--- src/rtl/flexbex_hpm_counter_unit_if.sv ---
// rtl/flexbex_hpm_counter_unit_if.sv - CSR bus shared between the CS register block and the HPM unit
//
// Signals:
//   csr_access  CSR access valid this cycle
//   csr_addr    12-bit CSR address
//   csr_wdata   32-bit write operand
//   csr_op      0=read, 1=write, 2=set, 3=clear
//   csr_rdata   read data returned by the unit (combinational)
//   csr_hit     address decoded by the unit
// Modports: master (CS register block / bench), slave (HPM unit).
interface flexbex_hpm_counter_unit_if;
    logic        csr_access;
    logic [11:0] csr_addr;
    logic [31:0] csr_wdata;
    logic [1:0]  csr_op;
    logic [31:0] csr_rdata;
    logic        csr_hit;

    modport master (
        output csr_access, csr_addr, csr_wdata, csr_op,
        input  csr_rdata, csr_hit
    );

    modport slave (
        input  csr_access, csr_addr, csr_wdata, csr_op,
        output csr_rdata, csr_hit
    );
endinterface

--- src/rtl/flexbex_hpm_counter_unit.sv ---
// rtl/flexbex_hpm_counter_unit.sv - parametrised hardware performance-monitor counters with mhpm CSR access
//
// Ports:
//   clk       clock
//   rst_n     asynchronous active-low reset
//   csr       CSR bus (slave modport): access/addr/wdata/op in, rdata/hit out
//   event_i   N_EVT single-cycle event pulses
//   irq_o     registered overflow interrupt (0 unless FLEXBEX_HPM_OVF_IRQ_EN)
// Optional feature macro: FLEXBEX_HPM_OVF_IRQ_EN (sticky overflow bits at 0x7C0,
// per-counter interrupt enable at mhpmevent bit 30).
module flexbex_hpm_counter_unit #(
    parameter int N_CNT = 4,
    parameter int CNT_W = 48,
    parameter int N_EVT = 16
) (
    input  logic                      clk,
    input  logic                      rst_n,
    flexbex_hpm_counter_unit_if.slave csr,
    input  logic [N_EVT-1:0]          event_i,
    output logic                      irq_o
);
    localparam int HI_W = CNT_W - 32;

    logic [CNT_W-1:0] cnt_q [N_CNT];
    logic [CNT_W-1:0] cnt_d [N_CNT];
    logic [4:0]       sel_q [N_CNT];
    logic [4:0]       sel_d [N_CNT];
    logic [N_CNT-1:0] sat_q, sat_d;
    logic [N_CNT-1:0] inh_q, inh_d;
    logic [N_CNT-1:0] evt_q, evt_d;
    logic [N_CNT-1:0] ien;
`ifdef FLEXBEX_HPM_OVF_IRQ_EN
    logic [N_CNT-1:0] ien_q, ien_d;
    logic [N_CNT-1:0] ovf_q, ovf_d, ovf_set;
    logic             irq_q;
`endif

    logic        wr_en;
    logic [31:0] set_m;   // bits forced to 1 by the op
    logic [31:0] keep_m;  // bits of the old field kept by the op
    logic [31:0] inh_word;
    logic [31:0] evt_word [N_CNT];

    assign wr_en = csr.csr_access && (csr.csr_op != 2'd0);

    // Every op is expressed as F' = (F & keep_m) | set_m, so each field
    // (of any width) is updated with the same two masks.
    always_comb begin
        set_m  = '0;
        keep_m = '1;
        case (csr.csr_op)
            2'd1:    begin set_m = csr.csr_wdata; keep_m = '0;              end
            2'd2:    begin set_m = csr.csr_wdata; keep_m = '1;              end
            2'd3:    begin set_m = '0;            keep_m = ~csr.csr_wdata;  end
            default: begin set_m = '0;            keep_m = '1;              end
        endcase
    end

`ifdef FLEXBEX_HPM_OVF_IRQ_EN
    assign ien = ien_q;
`else
    assign ien = '0;
`endif

    // Read view and decode
    always_comb begin
        inh_word      = '0;
        csr.csr_rdata = '0;
        csr.csr_hit   = 1'b0;
        for (int i = 0; i < N_CNT; i++) begin
            inh_word[i+3] = inh_q[i];
            evt_word[i]   = {sat_q[i], ien[i], 25'd0, sel_q[i]};
        end
        if (csr.csr_access) begin
            if (csr.csr_addr == 12'h320) begin
                csr.csr_hit   = 1'b1;
                csr.csr_rdata = inh_word;
            end
`ifdef FLEXBEX_HPM_OVF_IRQ_EN
            if (csr.csr_addr == 12'h7C0) begin
                csr.csr_hit   = 1'b1;
                csr.csr_rdata = 32'(ovf_q);
            end
`endif
            for (int i = 0; i < N_CNT; i++) begin
                if (csr.csr_addr == 12'h323 + 12'(i)) begin
                    csr.csr_hit   = 1'b1;
                    csr.csr_rdata = evt_word[i];
                end
                if (csr.csr_addr == 12'hB03 + 12'(i)) begin
                    csr.csr_hit   = 1'b1;
                    csr.csr_rdata = cnt_q[i][31:0];
                end
                if (csr.csr_addr == 12'hB83 + 12'(i)) begin
                    csr.csr_hit   = 1'b1;
                    csr.csr_rdata = 32'(cnt_q[i][CNT_W-1:32]);
                end
            end
        end
    end

    // Next state
    always_comb begin
        logic lo_w, hi_w, ev;
`ifdef FLEXBEX_HPM_OVF_IRQ_EN
        ovf_set = '0;
`endif
        for (int i = 0; i < N_CNT; i++) begin
            sel_d[i] = sel_q[i];
            sat_d[i] = sat_q[i];
`ifdef FLEXBEX_HPM_OVF_IRQ_EN
            ien_d[i] = ien_q[i];
`endif
            if (wr_en && csr.csr_addr == 12'h323 + 12'(i)) begin
                sel_d[i] = (sel_q[i] & keep_m[4:0]) | set_m[4:0];
                sat_d[i] = (sat_q[i] & keep_m[31]) | set_m[31];
`ifdef FLEXBEX_HPM_OVF_IRQ_EN
                ien_d[i] = (ien_q[i] & keep_m[30]) | set_m[30];
`endif
            end

            inh_d[i] = inh_q[i];
            if (wr_en && csr.csr_addr == 12'h320)
                inh_d[i] = (inh_q[i] & keep_m[i+3]) | set_m[i+3];

            // sel is 1-based; 0 and values above N_EVT match nothing
            ev = 1'b0;
            for (int e = 0; e < N_EVT; e++)
                if (sel_q[i] == 5'(e + 1)) ev = event_i[e];
            evt_d[i] = ev & ~inh_q[i];

            // A CSR write to either half wins over a pending increment
            lo_w     = wr_en && (csr.csr_addr == 12'hB03 + 12'(i));
            hi_w     = wr_en && (csr.csr_addr == 12'hB83 + 12'(i));
            cnt_d[i] = cnt_q[i];
            if (lo_w)
                cnt_d[i][31:0] = (cnt_q[i][31:0] & keep_m) | set_m;
            if (hi_w)
                cnt_d[i][CNT_W-1:32] = (cnt_q[i][CNT_W-1:32] & keep_m[HI_W-1:0]) | set_m[HI_W-1:0];
            if (!lo_w && !hi_w && evt_q[i]) begin
                if (&cnt_q[i]) begin
                    if (!sat_q[i]) begin
                        cnt_d[i] = '0;
`ifdef FLEXBEX_HPM_OVF_IRQ_EN
                        ovf_set[i] = 1'b1;
`endif
                    end
                end else begin
                    cnt_d[i] = cnt_q[i] + 1'b1;
                end
            end
        end
`ifdef FLEXBEX_HPM_OVF_IRQ_EN
        ovf_d = ovf_q;
        if (wr_en && csr.csr_addr == 12'h7C0)
            ovf_d = ovf_d & ~csr.csr_wdata[N_CNT-1:0];
        ovf_d = ovf_d | ovf_set;  // a wrap in the clearing cycle keeps the bit set
`endif
    end

    always_ff @(posedge clk or negedge rst_n) begin
        if (!rst_n) begin
            for (int i = 0; i < N_CNT; i++) begin
                cnt_q[i] <= '0;
                sel_q[i] <= '0;
            end
            sat_q <= '0;
            inh_q <= '0;
            evt_q <= '0;
`ifdef FLEXBEX_HPM_OVF_IRQ_EN
            ien_q <= '0;
            ovf_q <= '0;
            irq_q <= 1'b0;
`endif
        end else begin
            for (int i = 0; i < N_CNT; i++) begin
                cnt_q[i] <= cnt_d[i];
                sel_q[i] <= sel_d[i];
            end
            sat_q <= sat_d;
            inh_q <= inh_d;
            evt_q <= evt_d;
`ifdef FLEXBEX_HPM_OVF_IRQ_EN
            ien_q <= ien_d;
            ovf_q <= ovf_d;
            irq_q <= |(ovf_q & ien_q);
`endif
        end
    end

`ifdef FLEXBEX_HPM_OVF_IRQ_EN
    assign irq_o = irq_q;
`else
    assign irq_o = 1'b0;
`endif
endmodule

--- src/flat_wrapper.sv ---
// flat-port wrapper written by rule: the top's interface ports become plain ports
module flexbex_hpm_counter_unit_flat 
#(
    parameter int N_CNT = 4,
    parameter int CNT_W = 48,
    parameter int N_EVT = 16
)
  (clk, rst_n, event_i, irq_o, csr_csr_access, csr_csr_addr, csr_csr_wdata, csr_csr_op, csr_csr_rdata, csr_csr_hit);
  flexbex_hpm_counter_unit_if csr_i ();
  input  logic clk;
  input  logic rst_n;
  input  logic [N_EVT-1:0] event_i;
  output logic irq_o;
  input wire logic [$bits(csr_i.csr_access)-1:0] csr_csr_access;
  input wire logic [$bits(csr_i.csr_addr)-1:0] csr_csr_addr;
  input wire logic [$bits(csr_i.csr_wdata)-1:0] csr_csr_wdata;
  input wire logic [$bits(csr_i.csr_op)-1:0] csr_csr_op;
  output wire logic [$bits(csr_i.csr_rdata)-1:0] csr_csr_rdata;
  output wire logic [$bits(csr_i.csr_hit)-1:0] csr_csr_hit;
  assign csr_i.csr_access = csr_csr_access;
  assign csr_i.csr_addr = csr_csr_addr;
  assign csr_i.csr_wdata = csr_csr_wdata;
  assign csr_i.csr_op = csr_csr_op;
  assign csr_csr_rdata = csr_i.csr_rdata;
  assign csr_csr_hit = csr_i.csr_hit;
  flexbex_hpm_counter_unit #(.N_CNT(N_CNT), .CNT_W(CNT_W), .N_EVT(N_EVT)) u_core (.clk(clk), .rst_n(rst_n), .csr(csr_i), .event_i(event_i), .irq_o(irq_o));
endmodule
--- config.mk ---
export PLATFORM = sky130hd
export DESIGN_NAME = flexbex_hpm_counter_unit_flat
export DESIGN_NICKNAME = d
export VERILOG_FILES = /design/src/rtl/flexbex_hpm_counter_unit_if.sv /design/src/rtl/flexbex_hpm_counter_unit.sv /design/src/flat_wrapper.sv
export SDC_FILE = /design/constraint.sdc
export NUM_CORES = 1
export LEC_CHECK = 0
export BUFFER_PORTS_ARGS = -buffer_cell sky130_fd_sc_hd__buf_2
export CORE_ASPECT_RATIO = 1.1
export CORE_MARGIN = 5
export CORE_UTILIZATION = 40
export CTS_CLUSTER_SIZE = 20
export DETAILED_ROUTE_END_ITERATION = 6
export PLACE_DENSITY = 0.55
export SLEW_MARGIN = 25
export SYNTH_ARGS = -nofsm -noshare
export SYNTH_HDL_FRONTEND = slang
export SYNTH_SLANG_ARGS = --single-unit
--- constraint.sdc ---
create_clock -name clk -period 8.7 [get_ports clk]
set_input_delay 2.61 -clock clk [delete_from_list [all_inputs] [get_ports clk]]
set_output_delay 2.61 -clock clk [all_outputs]
set_load 0.005 [all_outputs]
# Word-level counts from Yosys, hierarchy flattened
# Cells that the tools add are included.
[word_totals]
out_inout_bits = 34
inputBits = 65
wordCells = 297
reg_bits = 224
[classes]
bitwise = 49
mux = 114
addsub = 4
eq_ne = 80
reduce_logical = 36
[op_table]
columns = ["cell", "n"]
rows = [
  ["2-to-1 mux 32 bit", 18],
  ["2-to-1 mux 48 bit", 12],
  ["adder 48 x 1 -> 48 bit, second input constant", 4],
  ["AND reduction 48 bit", 4],
  ["== test 5 x 4 -> 1 bit, second input constant", 32],
  ["AND 32 bit", 4],
  ["bitwise OR 32 bit", 4],
  ["== test 12 bit, second input constant", 8],
  ["== test 5 x 3 -> 1 bit, second input constant", 16],
  ["2-to-1 mux 1 bit", 78],
  ["AND 16 bit", 4],
  ["2-to-1 mux 16 bit", 4],
  ["bitwise OR 16 bit", 4],
  ["one-hot mux 32 bit (2 select lines)", 1],
  ["== test 12 x 10 -> 1 bit, second input constant", 5],
  ["== test 5 x 2 -> 1 bit, second input constant", 8],
  ["inverter 32 bit", 1],
  ["logical AND 1 bit", 22],
  ["AND 5 bit", 4],
  ["== test 5 x 1 -> 1 bit, second input constant", 4],
  ["== test 5 bit, second input constant", 4],
  ["bitwise OR 5 bit", 4],
  ["AND 1 bit", 12],
  ["logical NOT 1 bit", 8],
  ["7 further kinds", 18],
]

# Logic depth before layout (Yosys ltp)
# Gate-level depths: netlist of run 1.
[depth]
depth_word = 18
depth_mapped = 10
mapped_depth_nobuf = 8

# Worst setup path before layout of run 1
# OpenSTA, ideal clock, no wires.
[synth_path]
path_type = "input port to output port"
startpoint = "input csr_csr_addr[0]"
endpoint = "output csr_csr_rdata[2]"
stages = 7
t_arrival_ns = 4.414
setup_slack_ns = 1.676
n_path_buf = 2
required_ns = 6.090
cell_sequence = "clkbuf_1 > or4b_1 > clkbuf_1 > nor2_1 > a22oi_1 > a311o_1 > a21oi_1"
[synth_via]
elab_chain_cells = 14
[synth_rtl]
columns = ["item", "line_no", "text"]
rows = [
  ["start: declaration", "flat_wrapper.sv:15", "input wire logic [$bits(csr_i.csr_addr)-1:0] csr_csr_addr;"],
  ["== test 12 x 10 -> 1 bit", "flexbex_hpm_counter_unit.sv:86", "if (csr.csr_addr == 12'h323 + 12'(i)) begin"],
  ["2-to-1 mux 32 bit", "flexbex_hpm_counter_unit.sv:86", ""],
  ["2-to-1 mux 32 bit", "flexbex_hpm_counter_unit.sv:90", "if (csr.csr_addr == 12'hB03 + 12'(i)) begin"],
  ["2-to-1 mux 32 bit", "flexbex_hpm_counter_unit.sv:94", "if (csr.csr_addr == 12'hB83 + 12'(i)) begin"],
  ["2-to-1 mux 32 bit", "flexbex_hpm_counter_unit.sv:86", ""],
  ["2-to-1 mux 32 bit", "flexbex_hpm_counter_unit.sv:90", ""],
  ["2-to-1 mux 32 bit", "flexbex_hpm_counter_unit.sv:94", ""],
  ["2-to-1 mux 32 bit", "flexbex_hpm_counter_unit.sv:86", ""],
  ["2-to-1 mux 32 bit", "flexbex_hpm_counter_unit.sv:90", ""],
  ["2-to-1 mux 32 bit", "flexbex_hpm_counter_unit.sv:94", ""],
  ["2-to-1 mux 32 bit", "flexbex_hpm_counter_unit.sv:86", ""],
  ["2-to-1 mux 32 bit", "flexbex_hpm_counter_unit.sv:90", ""],
  ["2-to-1 mux 32 bit (*)", "flexbex_hpm_counter_unit.sv:94", ""],
  ["2-to-1 mux 32 bit (*)", "flexbex_hpm_counter_unit.sv:74", "if (csr.csr_access) begin"],
  ["end: declaration", "flat_wrapper.sv:18", "output wire logic [$bits(csr_i.csr_rdata)-1:0] csr_csr_rdata;"],
]
# Mark *: on every way between the ends. The rest lies on a longest branch, timed or not.

# Worst setup path after layout of run 1
[layout_path]
startpoint = "input csr_csr_addr[5]"
endpoint = "output csr_csr_rdata[6]"
[layout_via]
elab_chain_cells = 15
[layout_rtl]
columns = ["item", "line_no", "text"]
rows = [
  ["== test 12 x 10 -> 1 bit", "flexbex_hpm_counter_unit.sv:75", "if (csr.csr_addr == 12'h320) begin"],
  ["2-to-1 mux 7 bit", "flexbex_hpm_counter_unit.sv:75", ""],
  ["2-to-1 mux 32 bit", "flexbex_hpm_counter_unit.sv:86", ""],
  ["2-to-1 mux 32 bit", "flexbex_hpm_counter_unit.sv:90", ""],
  ["2-to-1 mux 32 bit", "flexbex_hpm_counter_unit.sv:94", ""],
  ["2-to-1 mux 32 bit", "flexbex_hpm_counter_unit.sv:86", ""],
  ["2-to-1 mux 32 bit", "flexbex_hpm_counter_unit.sv:90", ""],
  ["2-to-1 mux 32 bit", "flexbex_hpm_counter_unit.sv:94", ""],
  ["2-to-1 mux 32 bit", "flexbex_hpm_counter_unit.sv:86", ""],
  ["2-to-1 mux 32 bit", "flexbex_hpm_counter_unit.sv:90", ""],
  ["2-to-1 mux 32 bit", "flexbex_hpm_counter_unit.sv:94", ""],
  ["2-to-1 mux 32 bit", "flexbex_hpm_counter_unit.sv:86", ""],
  ["2-to-1 mux 32 bit", "flexbex_hpm_counter_unit.sv:90", ""],
  ["2-to-1 mux 32 bit (*)", "flexbex_hpm_counter_unit.sv:94", ""],
  ["2-to-1 mux 32 bit (*)", "flexbex_hpm_counter_unit.sv:74", ""],
]
# Marks and branches as above.

==> results of run 1 <==
[placed cells by master, fill, tap and decap left out, drive strengths merged, types with 18 or more instances in the layout]
master,netlist,final
a21oi,147,147
nand2,149,149
dfrtp,224,224
o21ai,286,286
and4,23,23
and3,41,41
clkbuf,118,42
xor2,118,118
nand4,60,60
o22ai,136,136
o2bb2ai,43,43
xnor2,66,66
a22o,34,34
mux2i,18,18
buf,54,143
nor2,83,83
a222oi,20,20
nand3,89,89
o21a,112,112
a31oi,27,27
nor3,32,32
inv,23,24
[metrics by stage]
step                      total power, mW  area (um^2)
after CTS                            2.52        19000
after global routing                 2.57        19000
final                                2.51        19000
after global placement               1.29        18000
after floorplan                      1.16        17100
after detailed placement             1.29        18000
[worst max-delay path: cells and delay by family]
family	cells	cell delay [ns]
and+or+nand+nor	2	1.62
AOI/OAI and AO/OA	2	0.52
buffers and inverters	2	0.31
[per-layer routing]
metal	wire, um	vias up	global-route usage (%)
met2	35800	942	52.3
met4	4770	0	16.0
met1	31300	8784	40.5
met3	5150	234	3.67
li1	-	7914	-
met5	0	-	0
[power by group through the flow]
stage          clock (mW)  sequential, mW  combinational, mW
2_1_floorplan           0            1.07             0.0865
3_3_place_gp            0            1.08              0.210
3_5_place_dp            0            1.08              0.211
4_1_cts              1.25            1.06              0.211
5_1_grt              1.29            1.06              0.226
6_report             1.24            1.06              0.215
[cell families after synthesis]
family,after synthesis
other,1
buffers and inverters,195
AOI/OAI and AO/OA,894
muxes,27
xor gates and xnor gates,184
DFF,224
adders and majority gates,7
and+or+nand+nor,547
[final cells by class]
| class | count | area [um^2] | area share, % |
|---|---|---|---|
| Clock inverter | 7 | 91.3 | 0.481 |
| Timing Repair Buffer | 143 | 838 | 4.41 |
| Inverter | 23 | 86.3 | 0.455 |
| Tap cell | 567 | 709 | 3.74 |
| Sequential cell | 224 | 5610 | 29.5 |
| Multi-Input combinational cell | 1660 | 10800 | 56.8 |
| Antenna cell | 3 | 7.51 | 0.0395 |
| Clock buffer | 42 | 865 | 4.55 |
[registers in the layout, summed over array words and instances, names as in the netlist]
register / flops
u_core.cnt_q: 192
u_core.evt_q: 4
u_core.evt_word: 20
u_core.sat_q: 4
u_core.inh_q: 4
[Yosys cell counts, drive strengths merged, types with 7 or more instances]
library cell,number,share of area [%]
and4,23,1.2
xor2,118,6.0
o31a,15,0.77
a222oi,20,1.2
a21oi,147,4.3
and3,41,1.5
and2,8,0.29
o22ai,136,5.4
clkbuf,118,2.6
xnor2,66,3.4
o21a,112,4.9
dfrtp,224,33
nor2,83,1.8
a22oi,10,0.44
a22o,34,1.7
o211ai,10,0.44
inv,23,0.50
nor2b,9,0.33
nand4,60,2.3
nand2,149,3.3
o2bb2ai,43,2.2
nor4,12,0.60
o21ai,286,8.4
nand3,89,2.6
a31oi,27,0.99
nor3,32,1.1
ha,7,0.51
mux2i,18,1.1
buf,54,1.8
[how the worst max path moves through the flow]
stage / startpoint / to / slack, ns / depth (start not counted)
global route: csr_csr_addr[5] / csr_csr_rdata[14] / 0.88 / 8
global placement: csr_csr_addr[5] / csr_csr_rdata[14] / 1.08 / 8
CTS: csr_csr_addr[5] / csr_csr_rdata[14] / 1.09 / 8
floorplan: csr_csr_addr[0] / csr_csr_rdata[2] / 1.68 / 7
detailed placement: csr_csr_addr[5] / csr_csr_rdata[14] / 1.09 / 8
finish: csr_csr_addr[5] / csr_csr_rdata[6] / 1.03 / 6
==> results by group, run 1 <==
Power
  – Seq pwr share: 42.2%
  – Sw frac: 27.0%
  – Cell Pwr Density: 132 nW/um^2
  – Internal Power: 1.83 mW
  – Peak VDD IR: 0.130 mV
  – LEAKAGE: 6.91 nW
  – Net Switching: 0.678 mW
  – Clk pwr share: 49.2%
  – Comb power frac: 8.6%

GRT
  – Total grt overflow: 0
  – Vias in the first global route: 17,000
  – Total GRT Usage: 31.3%
  – Largest net degree at the start of global routing: 74
  – First-pass GRT wire length: 113,000 um
  – Initial antenna violation count: 2

STA
  – RSZ-0062 raised after global routing: false
  – Final Setup Violations: 0
  – Final Hold Vio Count: 0
  – Max-slew violations: 0
  – Actual slew at the worst max-slew pin: 1.08 ns
  – Minimum period implied by the final worst setup slack: 7.67 ns
  – Maximum achievable frequency: 130 MHz
  – Final setup TNS: 0 ns
  – Worst Setup Slack, final: 1.03 ns
  – Max_slew headroom: 27.9%
  – Setup Skew: 0.0232 ns
  – Min Hold Slack: 0.514 ns
  – Final Cycle Share: 88.2%

Floorplanning
  – Top Ports: 99
  – CORE AREA: 42,300 um^2
  – Std-Cell Rows: 79
  – Die ar.: 47,000 um^2
  – Die H: 227 um
  – Starting Density: 40.5%
  – Die Wd: 207 um

Critical path
  – FF-to-FF setup slack: 5.21 ns
  – Critical path arrival: 5.06 ns
  – Crit-path max cell delay: 0.88 ns
  – Worst EP required: 6.09 ns
  – Crit-path max FO: 13
  – Crit. End Element: primary output
  – CP Cell Sequence: buf_2 > or4b_2 > nor3_1 > a221oi_1 > a21boi_0 > buf_2
  – Worst r2r dst: u_core.cnt_q[0]
  – R2R cell count: 7
  – Setup CP Type: in -> out
  – Critical Path Source Type: input port
  – CP most frequent cell: buf_2
  – Critical Path Slowest Stage Cell: or4b_2
  – Reg2reg start: u_core.cnt_q[29]

Clocking
  – Clock sink total: 224
  – CTS Buf Count: 28
  – CTS resizes: 0
  – Setup Buffers After CTS: 0
  – Max H-tree Level: 1
  – Post-CTS Hold Buffers: 0
  – CTS Buffer Depth: 3
  – CTS clk-pin slew, worst paths: 0.06 ns
  – Clk_lat worst skew: 0.57 ns
  – Root Driver: clkbuf_16
  – CTS tree: built

Logic synthesis
  – Cell area after synthesis: 17,100 um^2
  – EDFF count, synth: 0
  – Compound-gate portion of the synthesized area: 33.5%
  – Synth Register Bits: 224
  – Mean Syn Cell Area: 8.23 um^2
  – Mapped Cells: 2,079
  – Post-synth ARST share: 100%
  – Adder-cell share of the synthesized area: 0.512%
  – Count of unique library cells instantiated by Yosys: 92
  – Simple-gate share of the synthesized area: 17.0%
  – Most used flip-flop cell after synthesis: dfrtp_1
  – Largest family of logic cells by synthesized area: compound AO/OA/AOI/OAI gates
  – Seq/Total Area, Yosys: 32.7%
  – Mapped Nets: 2,151
  – YS warnings: 0
  – Mux contribution to synthesized area: 1.91%
  – Post-Synth XOR/XNOR Area: 9.41%

Flow run
  – Max-cap violations: 0

Route
  – Routed len/inst: 28.8 um
  – Routed wire length: 76,900 um
  – Drt pass-1 iters: 6
  – Routed vias: 17,900
  – Post-DRT Antenna Nets: 0
  – DRC: 0
  – DR iter-0 viols: 1,935
  – DR vias/cell: 6.70

Cells and area
  – Filler Cells Inserted: 4,306
  – Fin util: 44.9%
  – Area growth, synth to finish: 10.9%
  – Layout cells sized above 1: 12.2%
  – Final #Nets: 2,152
  – Post-route insts no fill: 2,669

Run status
  – Status: finished clean

Worst hold path
  – Hold path start: u_core.inh_q[0]
  – Hold endpoint: u_core.evt_q[0]
  – Hold crit path type: reg -> reg
  – Worst hold stages: 1

Place
  – Post-placement cell count: 2,617
  – Pre-CTS setup slack: 1.09 ns
  – Placer congestion estimate: 1.02
  – PortBufs: 97
  – HPWL after DPL: 56,200 um
Note: power is estimated with default switching activity, not from simulation.
==> run 2: changes to the inputs <==
==> constraint.sdc (replaced) <==
create_clock -name clk -period 9.5 [get_ports clk]
set_input_delay 2.85 -clock clk [delete_from_list [all_inputs] [get_ports clk]]
set_output_delay 2.85 -clock clk [all_outputs]
set_load 0.005 [all_outputs]
==> results by group, run 2 (same netlist as run 1, synthesis figures left out) <==
Run status
  – Status: finished clean

Floorplanning
  – CORE AREA: 42,300 um^2 (unchanged)
  – Starting Density: 40.5% (unchanged)
  – Die H: 227 um (unchanged)
  – Top Ports: 99 (unchanged)
  – Die Wd: 207 um (unchanged)
  – Std-Cell Rows: 79 (unchanged)
  – Die ar.: 47,000 um^2 (unchanged)

Route
  – Drt pass-1 iters: 7 (+1)
  – Post-DRT Antenna Nets: 0 (unchanged)
  – DRC: 0 (unchanged)
  – Routed len/inst: 28.6 um (-0.65%)
  – DR iter-0 viols: 1,982 (+2.4%)
  – DR vias/cell: 6.70 (about the same)
  – Routed vias: 17,800 (-0.20%)
  – Routed wire length: 76,300 um (-0.88%)

Power
  – Peak VDD IR: 0.117 mV (-9.5%)
  – Cell Pwr Density: 117 nW/um^2 (-11%)
  – LEAKAGE: 6.85 nW (-0.83%)

GRT
  – Total grt overflow: 0 (unchanged)
  – Busiest metal layer after global routing: met2
  – Met2 Usage GRT: 52.1% (-0.19 points)
  – GR met3 Demand/Resource: 3.85% (+0.18 points)
  – Vias in the first global route: 16,900 (-0.57%)
  – Total GRT Usage: 31.1% (-0.18 points)
  – Initial antenna violation count: 0 (-2)
  – Routing usage on met1: 40.7% (+0.20 points)
  – First-pass GRT wire length: 113,000 um (-0.23%)
  – Largest net degree at the start of global routing: 91 (+23%)

STA
  – Final setup TNS: 0 ns (unchanged)
  – RSZ-0062 raised after global routing: false
  – Minimum period implied by the final worst setup slack: 8.54 ns
  – Max-slew violations: 0 (unchanged)
  – Actual slew at the worst max-slew pin: 1.09 ns (+0.00790 ns)
  – Worst Setup Slack, final: 0.958 ns (-0.0714 ns)
  – Maximum achievable frequency: 117 MHz
  – Max_slew headroom: 27.4% (-0.53 points)
  – Setup Skew: 0.0221 ns (-0.00111 ns)
  – Final Cycle Share: 89.9%
  – Final Setup Violations: 0 (unchanged)
  – Final Hold Vio Count: 0 (unchanged)

Critical path
  – Critical Path Source Type: input port
  – Crit-path max FO: 16 (+3)
  – FF-to-FF setup slack: 5.98 ns (+0.77 ns)
  – Reg2reg start: u_core.cnt_q[71]
  – Crit. End Element: primary output
  – CP Cell Sequence: buf_2 > or4b_2 > nor2_1 > nand2_1 > nand2_1 > o21bai_1 > nor2_1 > buf_2
  – Critical path arrival: 5.69 ns (+0.63 ns)
  – R2R cell count: 7 (unchanged)
  – Crit path launch: csr_csr_addr[5]
  – Setup CP Type: in -> out
  – Worst r2r dst: u_core.cnt_q[93]
  – Critical Path Slowest Stage Cell: or4b_2
  – Setup crit end: csr_csr_rdata[31]
  – Worst EP required: 6.65 ns (+0.56 ns)
  – Crit-path max cell delay: 0.86 ns (-0.02 ns)

Place
  – DP Area: 18,000 um^2 (-0.19%)
  – PortBufs: 97 (unchanged)
  – HPWL after DPL: 55,500 um (-1.2%)
  – Pre-CTS setup slack: 1.05 ns (-0.0360 ns)
  – Placer congestion estimate: 1.04 (+1.9%)

Clocking
  – Root Driver: clkbuf_16
  – CTS resizes: 0 (unchanged)
  – Post-CTS Hold Buffers: 0 (unchanged)
  – Clk_lat worst skew: 0.57 ns (about the same)
  – Setup Buffers After CTS: 0 (unchanged)
  – CTS tree: built
  – Max H-tree Level: 1 (unchanged)
  – CTS clk-pin slew, worst paths: 0.05 ns (about the same)
  – CTS Buf Count: 28 (unchanged)
  – CTS Buffer Depth: 3 (unchanged)
  – Clock sink total: 224 (unchanged)

Cells and area
  – Commonest non-fill, non-tap cell in the layout: o21ai_0
  – Layout cells sized above 1: 11.6% (-0.60 points)
  – Commonest non-fill, non-tap cells in the layout: o21ai_0 (283), dfrtp_1 (224), nand2_1 (149)
  – Final #Nets: 2,148 (-0.19%)
  – Final non-filler cell area: 18,900 um^2 (-0.63%)
  – Filler Cells Inserted: 4,369 (+1.5%)
  – Max reg flops: 192 (unchanged)
  – Multi-input logic area: 10,800 um^2 (about the same)
  – # diodes: 0 (-3)
  – Most flop-heavy register: u_core.cnt_q
  – Area growth, synth to finish: 10.2%
  – Register Area: 5610 um^2 (unchanged)

Flow run
  – Max-cap violations: 0 (unchanged)

Worst hold path
  – Hold crit path type: reg -> reg
==> run 2: routing by layer <==
layer	wire, um	part of all wire, %	up-vias
li1	-	-	7891
met1	31200	41	8883
met2	36200	47	867
met3	4860	6.4	198
met4	4060	5.3	0
met5	0	0	-
==> run 2: through the flow <==
step	utilization [%]	std cells	power, mW	hold WS (ns)
floorplan	-	2079	1.06	0.415
global placement	42.5	2613	1.17	0.507
detailed placement	42.5	2613	1.18	0.501
CTS	44.6	2663	2.23	0.517
global route	44.6	2663	2.27	0.537
finish	44.6	2663	2.21	0.525
==> run 2: worst min-delay path by stage <==
| stage | from | to | slack, ns | depth (start not counted) |
|---|---|---|---|---|
| global route | u_core.inh_q[2] | u_core.evt_q[2] | 0.54 | 1 |
| detailed placement | u_core.inh_q[0] | u_core.evt_q[0] | 0.50 | 1 |
| global placement | u_core.inh_q[2] | u_core.evt_q[2] | 0.51 | 1 |
| CTS | u_core.inh_q[2] | u_core.evt_q[2] | 0.52 | 1 |
| finish | u_core.inh_q[2] | u_core.evt_q[2] | 0.53 | 1 |
| floorplan | u_core.inh_q[0] | u_core.evt_q[0] | 0.42 | 1 |
==> run 2: worst max-delay path: cells and delay by family <==
kind	cells	cell delay (ns)
compound gates	1	0.21
simple gates	5	2.35
buf+inv	2	0.26
==> run 2: area by class of cell <==
| type | count | area share (%) |
|---|---|---|
| tap | 567 | 3.76 |
| sequential | 224 | 29.7 |
| clock buffer | 44 | 4.36 |
| clock inverter | 6 | 0.292 |
| timing repair buffer | 139 | 4.32 |
| inverter | 23 | 0.458 |
| multi-input combinational | 1660 | 57.1 |
==> run 2: power breakdown <==
| part | internal [mW] | switching, mW |
|---|---|---|
| logic | 0.0408 | 0.153 |
| clock network | 0.615 | 0.435 |
| registers | 0.959 | 0.0107 |
| total | 1.62 | 0.599 |
==> run 3: changes to the inputs <==
--- a/config.mk
+++ b/config.mk
@@ -6,12 +6,15 @@
 export NUM_CORES = 1
 export LEC_CHECK = 0
 export BUFFER_PORTS_ARGS = -buffer_cell sky130_fd_sc_hd__buf_2
+export CELL_PAD_IN_SITES_DETAIL_PLACEMENT = 0
+export CELL_PAD_IN_SITES_GLOBAL_PLACEMENT = 2
 export CORE_ASPECT_RATIO = 1.1
 export CORE_MARGIN = 5
 export CORE_UTILIZATION = 40
 export CTS_CLUSTER_SIZE = 20
 export DETAILED_ROUTE_END_ITERATION = 6
-export PLACE_DENSITY = 0.55
+export PLACE_DENSITY = 0.84
+export REMOVE_ABC_BUFFERS = 1
 export SLEW_MARGIN = 25
 export SYNTH_ARGS = -nofsm -noshare
 export SYNTH_HDL_FRONTEND = slang
==> results by group, run 3 (same netlist as run 1, synthesis figures left out) <==
Run status
  – Status: finished clean

Route
  – Routed vias: 17,800 (-0.35%)
  – Post-DRT Antenna Nets: 0 (unchanged)
  – DR vias/cell: 6.68 (-0.28%)
  – DR iter-0 viols: 1,755 (-11%)
  – DRC: 0 (unchanged)
  – Drt pass-1 iters: 7 (unchanged)
  – Routed len/inst: 30.2 um (+5.5%)
  – Routed wire length: 80,400 um (+5.4%)

Clocking
  – Post-CTS Hold Buffers: 0 (unchanged)
  – Root Driver: clkbuf_16
  – CTS Buf Count: 28 (unchanged)
  – CTS resizes: 0 (unchanged)
  – Clock sink total: 224 (unchanged)
  – Clk_lat worst skew: 0.58 ns (about the same)
  – Setup Buffers After CTS: 0 (unchanged)
  – CTS clk-pin slew, worst paths: 0.06 ns (about the same)
  – CTS Buffer Depth: 3 (unchanged)
  – CTS tree: built
  – Max H-tree Level: 1 (unchanged)

GRT
  – Largest net degree at the start of global routing: 100 (+9.9%)
  – Initial antenna violation count: 1 (+1)
  – Vias in the first global route: 17,100 (+1.5%)
  – Total grt overflow: 0 (unchanged)
  – Total GRT Usage: 32.8% (+1.7 points)
  – First-pass GRT wire length: 117,000 um (+3.7%)

Worst hold path
  – Hold endpoint: u_core.evt_q[2]
  – Worst hold stages: 1 (unchanged)
  – Hold crit path type: reg -> reg
  – Hold path start: u_core.inh_q[2]

STA
  – Actual slew at the worst max-slew pin: 1.07 ns (-0.0176 ns)
  – Maximum achievable frequency: 115 MHz (-2.1%)
  – Max-slew violations: 0 (unchanged)
  – Final Hold Vio Count: 0 (unchanged)
  – Setup Skew: 0.0269 ns (+0.00478 ns)
  – Worst Setup Slack, final: 0.773 ns (-0.185 ns)
  – Max_slew headroom: 28.6% (+1.2 points)
  – RSZ-0062 raised after global routing: false
  – Final Cycle Share: 91.9% (+1.9 points)
  – Final setup TNS: 0 ns (unchanged)
  – Final Setup Violations: 0 (unchanged)
  – Minimum period implied by the final worst setup slack: 8.73 ns (+0.185 ns)

Critical path
  – Setup CP Type: in -> out
  – Crit. End Element: primary output
  – Worst EP required: 6.65 ns (about the same)
  – FF-to-FF setup slack: 6.15 ns (+0.17 ns)
  – Crit-path max FO: 16 (unchanged)
  – Reg2reg start: u_core.cnt_q[49]
  – Worst r2r dst: u_core.cnt_q[50]
  – R2R cell count: 7 (unchanged)
  – Critical Path Source Type: input port
  – Critical path arrival: 5.88 ns (+0.19 ns)

Place
  – PortBufs: 97 (unchanged)
  – Placer congestion estimate: 0.998 (-4.3%)
  – Pre-CTS setup slack: 0.860 ns (-0.191 ns)
  – HPWL after DPL: 59,200 um (+6.6%)

Power
  – Cell Pwr Density: 119 nW/um^2 (+1.2%)
  – Seq pwr share: 43.3% (-0.5 points)
  – Internal Power: 1.63 mW (+1.2%)
  – Peak VDD IR: 0.156 mV (+33%)
  – Net Switching: 0.611 mW (+2.0%)
  – Clk pwr share: 47.9% (+0.5 points)
  – LEAKAGE: 6.88 nW (+0.40%)
  – Comb power frac: 8.8% (about the same)
  – Sw frac: 27.2% (+0.16 points)

Cells and area
  – Layout cells sized above 1: 11.7% (+0.12 points)
  – Commonest non-fill, non-tap cell in the layout: o21ai_0
  – Area growth, synth to finish: 10.5%
  – Commonest non-fill, non-tap cells in the layout: o21ai_0 (283), dfrtp_1 (224), nand2_1 (149)
  – Fin util: 44.7% (+0.11 points)
  – Most flop-heavy register: u_core.cnt_q
  – Final #Nets: 2,146 (-0.093%)
  – Max reg flops: 192 (unchanged)

Floorplanning
  – Die ar.: 47,000 um^2 (unchanged)
  – Starting Density: 40.5% (unchanged)
  – CORE AREA: 42,300 um^2 (unchanged)
  – Die Wd: 207 um (unchanged)
  – Die H: 227 um (unchanged)
  – Std-Cell Rows: 79 (unchanged)
  – Top Ports: 99 (unchanged)

Flow run
  – Max-cap violations: 0 (unchanged)
-- run 3: cell count changes in the layout (fill, tap and decap cells not counted), moves of 2 or more --
cell      delta
clkbuf_8     +5
clkbuf_1     -5
diode_2      +2
clkinv_2     -3
buf_4        -2
-- run 3: final cells by class --
type                    count  area (um^2)
multi-input cells        1660        10800
well taps                 567          709
diodes                      2         5.00
clock inverters             5         65.1
fillers                  4313        23400
clock buffers              43          847
inverters                  23         86.3
repair buffers            137          800
flip-flops and latches    224         5610
-- run 3: critical path, cell delays in order --
cell and delay [ns]:
buf_2 0.12, or4b_2 0.86, nor2_1 0.42, nand2_1 0.48, nand2_1 0.71, o21bai_1 0.20, nor2_1 0.09, buf_2 0.15
-- run 3: layer usage --
layer	track usage, %	part of all wire (%)	up-vias
li1	-	-	7902
met1	40.8	39	8786
met2	55.3	47	871
met3	3.09	5.9	217
met4	20.9	7.4	0
met5	0	0	-
-- run 3: worst max path at each step --
stage | from | to | slack (ns)
5_1_grt | csr_csr_addr[5] | csr_csr_rdata[31] | 0.69
6_report | csr_csr_addr[5] | csr_csr_rdata[31] | 0.77
3_3_place_gp | csr_csr_addr[5] | csr_csr_rdata[31] | 0.92
2_1_floorplan | csr_csr_addr[5] | csr_csr_rdata[31] | 0.13
4_1_cts | csr_csr_addr[5] | csr_csr_rdata[31] | 0.85
3_5_place_dp | csr_csr_addr[5] | csr_csr_rdata[31] | 0.86
-- run 3: through the flow --
stage               std cells  hold slack, ns  cell area [um^2]  total power [mW]
finish                   2661           0.546             18900              2.25
global route             2660           0.564             18900              2.31
CTS                      2659           0.532             18900              2.25
detailed placement       2611           0.521             18000              1.18
global placement         2611           0.517             18000              1.18
floorplan                1907           0.415             16400              1.05
-- run 3: power groups by stage --
| stage | logic, mW | clock network [mW] | registers, mW |
|---|---|---|---|
| floorplan | 0.0670 | 0 | 0.983 |
| global placement | 0.194 | 0 | 0.988 |
| detailed placement | 0.194 | 0 | 0.988 |
| CTS | 0.195 | 1.09 | 0.971 |
| global route | 0.207 | 1.13 | 0.971 |
| finish | 0.199 | 1.08 | 0.971 |
